===== src/rtl/i2s_capture.sv =====
// i2s_capture
// Multi-line I2S receiver feeding the audio input DP RAM. Each sd line
// carries a stereo pair (left = channel 2n, right = channel 2n+1). Bit
// timing comes from the shared i2s_clock block (en strobe + frame_posn).
// At every frame end the captured samples are burst into RAM at
// {chan, frame}. The frame counter then advances and frame_done pulses
// so the sequencer can process the new frame.
module i2s_capture #(
    parameter int LINES   = 4,
    parameter int CHAN_W  = 3,
    parameter int FRAME_W = 8,
    parameter int WIDTH   = 16
) (
    input  logic                      ck_i,
    input  logic                      rst_ni,
    input  logic                      en_i,
    input  logic [5:0]                frame_posn_i,
    input  logic [LINES-1:0]          sd_i,
    input  logic                      capture_i,
    input  logic                      clr_overrun_i,
    output logic                      we_o,
    output logic [CHAN_W+FRAME_W-1:0] waddr_o,
    output logic [WIDTH-1:0]          wdata_o,
    output logic [FRAME_W-1:0]        frame_o,
    output logic                      frame_done_o,
    output logic                      overrun_o
);

    localparam int NCHAN = 2 * LINES;
    localparam logic [CHAN_W-1:0] LAST_CHAN = CHAN_W'(NCHAN - 1);

    // Burst sequencer states
    localparam logic [1:0] ST_IDLE  = 2'd0;
    localparam logic [1:0] ST_WRITE = 2'd1;
    localparam logic [1:0] ST_DONE  = 2'd2;

    // ------------------------------------------------------------------
    // Bit-position decode. Data bits sit one position after the word
    // select edge (I2S one-bit delay), so left occupies 1..16 and right
    // occupies 33..48. Position 63 marks the end of a frame.
    // ------------------------------------------------------------------
    logic shift_left;
    logic shift_right;
    logic frame_end;
    logic load_hold;

    assign shift_left  = en_i && (frame_posn_i >= 6'd1)  && (frame_posn_i <= 6'd16);
    assign shift_right = en_i && (frame_posn_i >= 6'd33) && (frame_posn_i <= 6'd48);
    assign frame_end   = en_i && (frame_posn_i == 6'd63) && capture_i;

    // Holding registers presented as one vector indexed by channel number.
    logic [NCHAN-1:0][WIDTH-1:0] hold_vec;

    // ------------------------------------------------------------------
    // Per-line deserialisers and holding registers. The holding copy is
    // what the burst reads, so the shift registers are free to start on
    // the next frame while the burst is still running.
    // ------------------------------------------------------------------
    generate
        for (genvar gi = 0; gi < LINES; gi++) begin : g_line
            logic [WIDTH-1:0] left_sr_q;
            logic [WIDTH-1:0] right_sr_q;
            logic [WIDTH-1:0] hold_l_q;
            logic [WIDTH-1:0] hold_r_q;

            // Shift serial data MSB first during the active bit windows
            always_ff @(posedge ck_i or negedge rst_ni) begin
                if (!rst_ni) begin
                    left_sr_q  <= '0;
                    right_sr_q <= '0;
                end else begin
                    if (shift_left) begin
                        left_sr_q <= {left_sr_q[WIDTH-2:0], sd_i[gi]};
                    end
                    if (shift_right) begin
                        right_sr_q <= {right_sr_q[WIDTH-2:0], sd_i[gi]};
                    end
                end
            end

            // Snapshot the completed samples when a burst is launched
            always_ff @(posedge ck_i or negedge rst_ni) begin
                if (!rst_ni) begin
                    hold_l_q <= '0;
                    hold_r_q <= '0;
                end else if (load_hold) begin
                    hold_l_q <= left_sr_q;
                    hold_r_q <= right_sr_q;
                end
            end

            assign hold_vec[2*gi]   = hold_l_q;
            assign hold_vec[2*gi+1] = hold_r_q;
        end
    endgenerate

    // ------------------------------------------------------------------
    // Burst sequencer state
    // ------------------------------------------------------------------
    logic [1:0]                state_q,      state_d;
    logic [CHAN_W-1:0]         chan_q,       chan_d;
    logic [FRAME_W-1:0]        wframe_q,     wframe_d;
    logic [FRAME_W-1:0]        frame_q,      frame_d;
    logic                      we_q,         we_d;
    logic [CHAN_W+FRAME_W-1:0] waddr_q,      waddr_d;
    logic [WIDTH-1:0]          wdata_q,      wdata_d;
    logic                      frame_done_q, frame_done_d;
    logic                      overrun_q,    overrun_d;

    // Next-state logic: launch on frame end, stream channels, then publish
    always_comb begin
        state_d      = state_q;
        chan_d       = chan_q;
        wframe_d     = wframe_q;
        frame_d      = frame_q;
        we_d         = 1'b0;
        waddr_d      = waddr_q;
        wdata_d      = wdata_q;
        frame_done_d = 1'b0;
        overrun_d    = overrun_q;
        load_hold    = 1'b0;

        if (clr_overrun_i) begin
            overrun_d = 1'b0;
        end

        case (state_q)
            ST_IDLE: begin
                if (frame_end) begin
                    load_hold = 1'b1;
                    wframe_d  = frame_q + FRAME_W'(1);
                    chan_d    = '0;
                    state_d   = ST_WRITE;
                end
            end
            ST_WRITE: begin
                we_d    = 1'b1;
                waddr_d = {chan_q, wframe_q};
                wdata_d = hold_vec[chan_q];
                chan_d  = chan_q + CHAN_W'(1);
                if (chan_q == LAST_CHAN) begin
                    state_d = ST_DONE;
                end
            end
            ST_DONE: begin
                frame_d      = wframe_q;
                frame_done_d = 1'b1;
                state_d      = ST_IDLE;
            end
            default: begin
                state_d = ST_IDLE;
            end
        endcase

        // A frame end during a burst drops that frame; setting beats clearing
        if (frame_end && (state_q != ST_IDLE)) begin
            overrun_d = 1'b1;
        end
    end

    // Register sequencer state and all RAM-facing outputs
    always_ff @(posedge ck_i or negedge rst_ni) begin
        if (!rst_ni) begin
            state_q      <= ST_IDLE;
            chan_q       <= '0;
            wframe_q     <= '0;
            frame_q      <= '0;
            we_q         <= 1'b0;
            waddr_q      <= '0;
            wdata_q      <= '0;
            frame_done_q <= 1'b0;
            overrun_q    <= 1'b0;
        end else begin
            state_q      <= state_d;
            chan_q       <= chan_d;
            wframe_q     <= wframe_d;
            frame_q      <= frame_d;
            we_q         <= we_d;
            waddr_q      <= waddr_d;
            wdata_q      <= wdata_d;
            frame_done_q <= frame_done_d;
            overrun_q    <= overrun_d;
        end
    end

    assign we_o         = we_q;
    assign waddr_o      = waddr_q;
    assign wdata_o      = wdata_q;
    assign frame_o      = frame_q;
    assign frame_done_o = frame_done_q;
    assign overrun_o    = overrun_q;

endmodule


===== config.mk =====
export PLATFORM = sky130hd
export DESIGN_NAME = i2s_capture
export DESIGN_NICKNAME = d
export VERILOG_FILES = /design/src/rtl/i2s_capture.sv
export SDC_FILE = /design/constraint.sdc
export NUM_CORES = 1
export LEC_CHECK = 0
export ABC_AREA = 0
export ABC_CLOCK_PERIOD_IN_PS = 2700
export CAP_MARGIN = 20
export CORE_UTILIZATION = 40
export DETAILED_ROUTE_END_ITERATION = 6
export REMOVE_ABC_BUFFERS = 1
export SLEW_MARGIN = 20
export SYNTH_ARGS = -nofsm -noshare
export SYNTH_HDL_FRONTEND = slang
export SYNTH_SLANG_ARGS = --single-unit

===== constraint.sdc =====
create_clock -name ck_i -period 2.7 [get_ports ck_i]
set_clock_uncertainty 0.1 [all_clocks]
set_input_delay 0.54 -clock ck_i [delete_from_list [all_inputs] [get_ports ck_i]]
set_output_delay 0.54 -clock ck_i [all_outputs]
set_load 0.02 [all_outputs]

## Yosys cells after proc, flatten, opt, wreduce, memory -nomap -nowiden

Cells that the tools add are included.

| word-level totals | value |
|---|---|
| logic and storage cells | 65 |
| output and inout bits | 38 |
| bits of input ports | 15 |
| register bits | 307 |

| cells by class | value |
|---|---|
| equality and inequality tests | 6 |
| $add $sub $neg | 2 |
| $lt $le $gt $ge | 5 |
| mux-type cells | 13 |
| reductions and logical operators | 14 |

Operators with widths:

| operator | number |
|---|---|
| binary-select mux 16 bit (select 3 bit) | 1 |
| 2-to-1 mux 16 bit | 1 |
| adder 8 x 1 -> 8 bit (second input constant) | 1 |
| logical AND 1 bit | 7 |
| == test 6 bit (second input constant) | 1 |
| >= comparator 6 x 1 -> 1 bit (second input constant) | 1 |
| >= comparator 6 bit (second input constant) | 1 |
| less-or-equal comparator 6 x 5 -> 1 bit (second input constant) | 1 |
| less-or-equal comparator 6 bit (second input constant) | 1 |
| 2-to-1 mux 1 bit | 6 |
| one-hot mux 3 bit (2 select lines) | 1 |
| AND reduction 2 bit | 3 |
| nonzero test 2 bit | 3 |
| less-than comparator 3 x 4 -> 1 bit (second input constant) | 1 |
| 2-to-1 mux 2 bit | 2 |
| != test 2 bit (second input constant) | 2 |
| one-hot mux 2 bit (2 select lines) | 1 |
| adder 3 x 1 -> 3 bit (second input constant) | 1 |
| == test 3 bit (second input constant) | 1 |
| 2-to-1 mux 3 bit | 1 |
| == test 2 x 1 -> 1 bit (second input constant) | 1 |
| == test 2 bit (second input constant) | 1 |
| logical NOT 2 bit | 1 |

## Longest topological paths before layout

| logic depth | value |
|---|---|
| depth in word-level cells | 5 |
| mapped depth | 7 |
| depth with buffers taken out | 5 |

## Worst setup path after synthesis

Ideal clock, no wire load.

| timing path | value |
|---|---|
| path kind | input -> register |
| from | input frame_posn_i[2] |
| to | register g_line[0].right_sr_q[0] |
| arrival time | 1.768 ns |
| path buffers | 1 |
| stages | 5 |
| library setup time | 0.125 ns |
| path slack | 0.707 ns |
| required time | 2.475 ns |
| cells stage by stage | nor4_1 -> xnor2_1 -> nand3_2 -> clkbuf_8 -> mux2_2 |

| between the ends | value |
|---|---|
| longest elaborated chain between the ends | 3 |
| elaborated cells between the ends (all ways) | 4 |
| classes of those cells | 2 x order compare; 2 x reduce/logical |

Ends and longest elaborated chain:

| what | line | source |
|---|---|---|
| from (decl) | 17 | `input logic [5:0] frame_posn_i,` |
| >= comparator 6 bit | 48 | `assign shift_right = en_i && (frame_posn_i >= 6'd33) && (frame_posn_i <= 6'd48);` |
| logical AND 1 bit | 48 |  |
| logical AND 1 bit (*) | 48 |  |
| to (signal assigned) | 76 | `right_sr_q <= {right_sr_q[WIDTH-2:0], sd_i[gi]};` |
| to (decl) | 62 | `logic [WIDTH-1:0] right_sr_q;` |

Mark *: on every way between the ends. The rest lies on a longest branch, timed or not.
A chain may end at the register's enable or synchronous reset.

## Worst setup path after layout

| timing path | value |
|---|---|
| from | register frame_q[3] (netlist: frame_o[3]) |
| to | output frame_o[3] |

RTL lines:

| what | line | source |
|---|---|---|
| from (decl) | 103 | `logic [FRAME_W-1:0] frame_q, frame_d;` |
| from (signal assigned) | 177 | `frame_q <= frame_d;` |
| to (decl) | 24 | `output logic [FRAME_W-1:0] frame_o,` |

No word-level cell between the ends.

==> qor_table.md <==
| Stage | Metric | Reported |
|:---|:---|:---|
| worst hold path | Path category of the worst min-delay check | reg2reg |
| cts | Insertion delay of the later-clocked pin in the worst-skew pair | 0.51 ns |
| setup path | Maximum fanout along the worst path | 6 |
| sta | Post-route setup slack | 0.470 ns |
| setup path | Crit Reg-Reg Startpoint | chan_q[1] |
| sta | Worst-case headroom to the max-slew limit | 42.1% |
| detailed routing | Via count | 7579 |
| cts | Hold buffer count at cts | 1 |
| cts | Count of buffers added by post-CTS timing repair for setup | 0 |
| finish | Fraction of layout cells with a size suffix above 1 | 21.6% |
| global routing | Via count of the first global-routing pass | 7793 |
| cts | Number of gates resized after cts | 0 |
| floorplanning | Core area | 0.0307 sq mm |
| placement | Total placed instance area | 0.0135 sq mm |
| setup path | Flop-to-flop setup slack | 0.69 ns |
| detailed routing | Routed wire length per instance | 16.3 um |
| setup path | Startpoint kind of the worst setup timing path | flop |
| synthesis | Post-synth cell types | 28 |
| cts | Number of clock sinks seen by CTS | 307 |
| cts | Number of buffers on the longest clock path | 3 |
| sta | RSZ-0062 raised after global routing | no |
| setup path | Cells traversed along the worst timing path | clkdlybuf4s50_1 |
| detailed routing | Final WL | 24900 um |
| sta | Number of slew-limit violations in the final report | 0 |
| synthesis | Mean instance size in the synthesized netlist | 11.9 sq um |
| detailed routing | Initial DRC count | 517 |
| setup path | Kind of end point of the critical path | primary output |
| job | Max-cap violations | 0 |
| sta | Final worst-path cycle share | 82.6% |
| detailed routing | DRC Markers | 19 |
| setup path | Worst Path Required | 2.06 ns |
| global routing | First-pass GRT wire length | 42100 um |
| cts | CTS clock-pin slew for the worst setup and hold paths | 0.06 ns |
| setup path | Largest stage delay on the critical path | 0.64 ns |
| power and ir drop | Max IR drop VDD | 414 uV |
| detailed routing | Detailed-routing iteration count for the pre-antenna-repair pass | 6 |
| placement | Placed Cells incl. Taps | 1468 |
| sta | Final hold viol count | 0 |
| power and ir drop | Total power draw | 11800 uW |
| synthesis | Post-Syn Area | 0.0125 sq mm |
| sta | Time the final worst path needs with I/O delays and setup | 2.23 ns |
| setup path | R2r endpoint | wdata_o[14] |
| synthesis | Ys async rst share | 100% |
| worst hold path | Hold-critical path depth | 2 |
| finish | NumNets Final | 1127 |
| detailed routing | Average vias per placed instance | 4.95 |
| worst hold path | WHS Endpoint | g_line[1].hold_l_q[15] |
| cts | Clock tree from TritonCTS | built |
| finish | Diode insertion count for antenna repair | 0 |
| placement | Placer's final routability congestion estimate | 0.710 |
| setup path | CP max stage cell | sky130_fd_sc_hd__clkdlybuf4s50_1 |
| floorplanning | Std cell rows | 64 |
| cts | Root Driver | sky130_fd_sc_hd__clkbuf_16 |
| setup path | Critical path arrival | 1.59 ns |
| synthesis | Sequential cell area fraction in the yosys report | 61.2% |
| setup path | CP delay by family, top | buffers and inverters |
| floorplanning | Starting density of the core | 40.8% |
| synthesis | Flop and latch count out of synthesis | 307 |
| global routing | Maximum number of pins on one net before global-route repair | 117 |
| worst hold path | Critical hold path startpoint | g_line[1].left_sr_q[15] |
| sta | Number of setup violations in the final report | 0 |
| finish | Post-route cell area | 0.0146 sq mm |
| global routing | Global Route Usage Sum | 16.7% |
| placement | Count of port buffers added during placement | 52 |
| synthesis | Primary FF master, synth | sky130_fd_sc_hd__dfrtp_1 |
| synthesis | Number of cells produced by synthesis | 1057 |
| floorplanning | Die Outline Area | 0.0321 sq mm |
| synthesis | Number of enable-type register cells in the synthesized netlist | 0 |
| setup path | Reg2reg path depth | 3 |
| synthesis | Total of warnings raised by yosys | 0 |
| floorplanning | Height of the die | 179 um |
| setup path | Kind of critical path | reg2out |
| global routing | GRT overflow | 0 |
| setup path | Number of buffers and inverters on the critical path | 1 |
| floorplanning | IO Count | 53 |
| global routing | Number of antenna violations at the first check in global routing | 0 |
| finish | Final standard cell count with taps included and fillers excluded | 1530 |
| finish | Fillers | 2811 |
| status | Violated checks | design-rule violations |
| sta | Max Clk Rate | 448 MHz |
| cts | Number of H-tree levels | 2 |
| power and ir drop | Leakage power of the design | 0.00731 uW |
| status | Outcome | complete, but fails checks |
| sta | Transition at the pin with the smallest max-transition slack | 0.869 ns |
| floorplanning | Chip width | 179 um |
| detailed routing | ANT nets after route | 0 |
| placement | HPWL after detailed placement | 14900 um |
| cts | Total clock buffers created by CTS | 34 |
| finish | Area delta synth->final | 16.2% |
| power and ir drop | Power density over the cells | 810 mW/mm^2 |
| placement | Setup Slack @ Placement | 0.0141 ns |
==> cell usage in the layout, fill, tap and decap left out, drive strengths merged, types with 5 or more instances in the layout <==
master,synthesis,final
nand2,448,448
dfrtp,307,307
mux2,136,136
clkbuf,25,55
clkdlybuf4s50,0,51
mux4,32,32
o21ai,27,27
buf,35,24
mux2i,16,16
xnor2,5,5
==> power breakdown <==
group	switching (uW)	total [uW]	leakage [uW]	internal, uW
registers	499	5730	0.00417	5230
clock network	1790	4390	0.000514	2600
logic	839	1700	0.00263	859
==> stage by stage <==
step / setup TNS [ns] / hold slack, ns / utilization [%]
after floorplan: -527.82 / 0.144 / -
after detailed placement: 0 / 0.349 / 43.9
final: 0 / 0.365 / 47.4
after global routing: 0 / 0.389 / 47.4
after CTS: 0 / 0.366 / 47.4
after global placement: 0 / 0.346 / 43.9
==> cells in the mapped netlist (2+ instances only) <==
cell,instances,area share [%]
sky130_fd_sc_hd__ha_1,3,0.30
sky130_fd_sc_hd__xor2_1,2,0.14
sky130_fd_sc_hd__nand4_1,2,0.10
sky130_fd_sc_hd__clkbuf_1,20,0.60
sky130_fd_sc_hd__mux2_2,136,12
sky130_fd_sc_hd__nand2_1,448,13
sky130_fd_sc_hd__clkbuf_8,5,0.55
sky130_fd_sc_hd__mux4_2,32,5.7
sky130_fd_sc_hd__xnor2_1,5,0.35
sky130_fd_sc_hd__dfrtp_1,307,61
sky130_fd_sc_hd__and3_1,3,0.15
sky130_fd_sc_hd__o21ai_0,27,1.1
sky130_fd_sc_hd__inv_1,2,0.060
sky130_fd_sc_hd__nand3_1,3,0.12
sky130_fd_sc_hd__mux2i_1,16,1.3
sky130_fd_sc_hd__nor2_1,2,0.060
sky130_fd_sc_hd__buf_6,14,1.3
sky130_fd_sc_hd__buf_2,20,0.80
==> tightest hold or removal path, cell delays in order (launching register included) <==
cell and delay (ns):
sky130_fd_sc_hd__dfrtp_1 0.34, sky130_fd_sc_hd__nand2_1 0.05, sky130_fd_sc_hd__nand2_1 0.05
==> routing by layer <==
metal | vias to the layer above | track usage, % | wire (um)
met3 | 37 | 2.71 | 832
met1 | 3849 | 24.3 | 12400
met4 | 0 | 4.66 | 495
li1 | 3598 | - | -
met2 | 95 | 25.8 | 11300
met5 | - | 0 | 0
==> cell families (layout without fill, tap and decap cells) <==
logic type | count (synthesis) | in the layout | synth area share [%]
AO/OA/AOI/OAI | 28 | 28 | 1.15
flip-flops | 307 | 307 | 61.2
XOR/XNOR | 7 | 7 | 0.489
adder cells (fa/ha/maj) | 3 | 3 | 0.299
multiplexers | 184 | 184 | 19.2
buffers and inverters | 62 | 139 | 3.29
AND/OR/NAND/NOR | 466 | 466 | 14.3
==> sequential cells by signal, indices dropped and copies added (netlist names) <==
register / flops
frame_o: 8
wframe_q: 8
g_line.hold_r_q: 64
state_q: 2
g_line.hold_l_q: 64
chan_q: 3
g_line.right_sr_q: 64
g_line.left_sr_q: 64
wdata_o: 16
frame_done_o: 1
waddr_o: 11
we_o: 1
overrun_o: 1
==> area by class of cell <==
cell class	instances	area [sq um]	area share, %
Sequential cell	307	7680	52.7
Multi-Input combinational cell	688	4480	30.7
Clock buffer	55	1020	7.00
Timing Repair Buffer	76	858	5.89
Tap cell	396	495	3.40
Clock inverter	6	42.5	0.292
Inverter	2	7.51	0.0515
==> worst max path at each step <==
stage | startpoint | endpoint | slack [ns] | cells after the start
after floorplan | frame_posn_i[0] | chan_q[1] | -4.01 | 3
after global placement | frame_posn_i[2] | g_line[0].left_sr_q[0] | 0.04 | 6
after detailed placement | frame_posn_i[2] | g_line[2].left_sr_q[8] | 0.01 | 6
after CTS | frame_o[3] | frame_o[3] | 0.45 | 1
after global routing | frame_posn_i[2] | g_line[0].left_sr_q[8] | 0.35 | 6
final | frame_o[3] | frame_o[3] | 0.47 | 1
(Power assumes the default switching activity.)
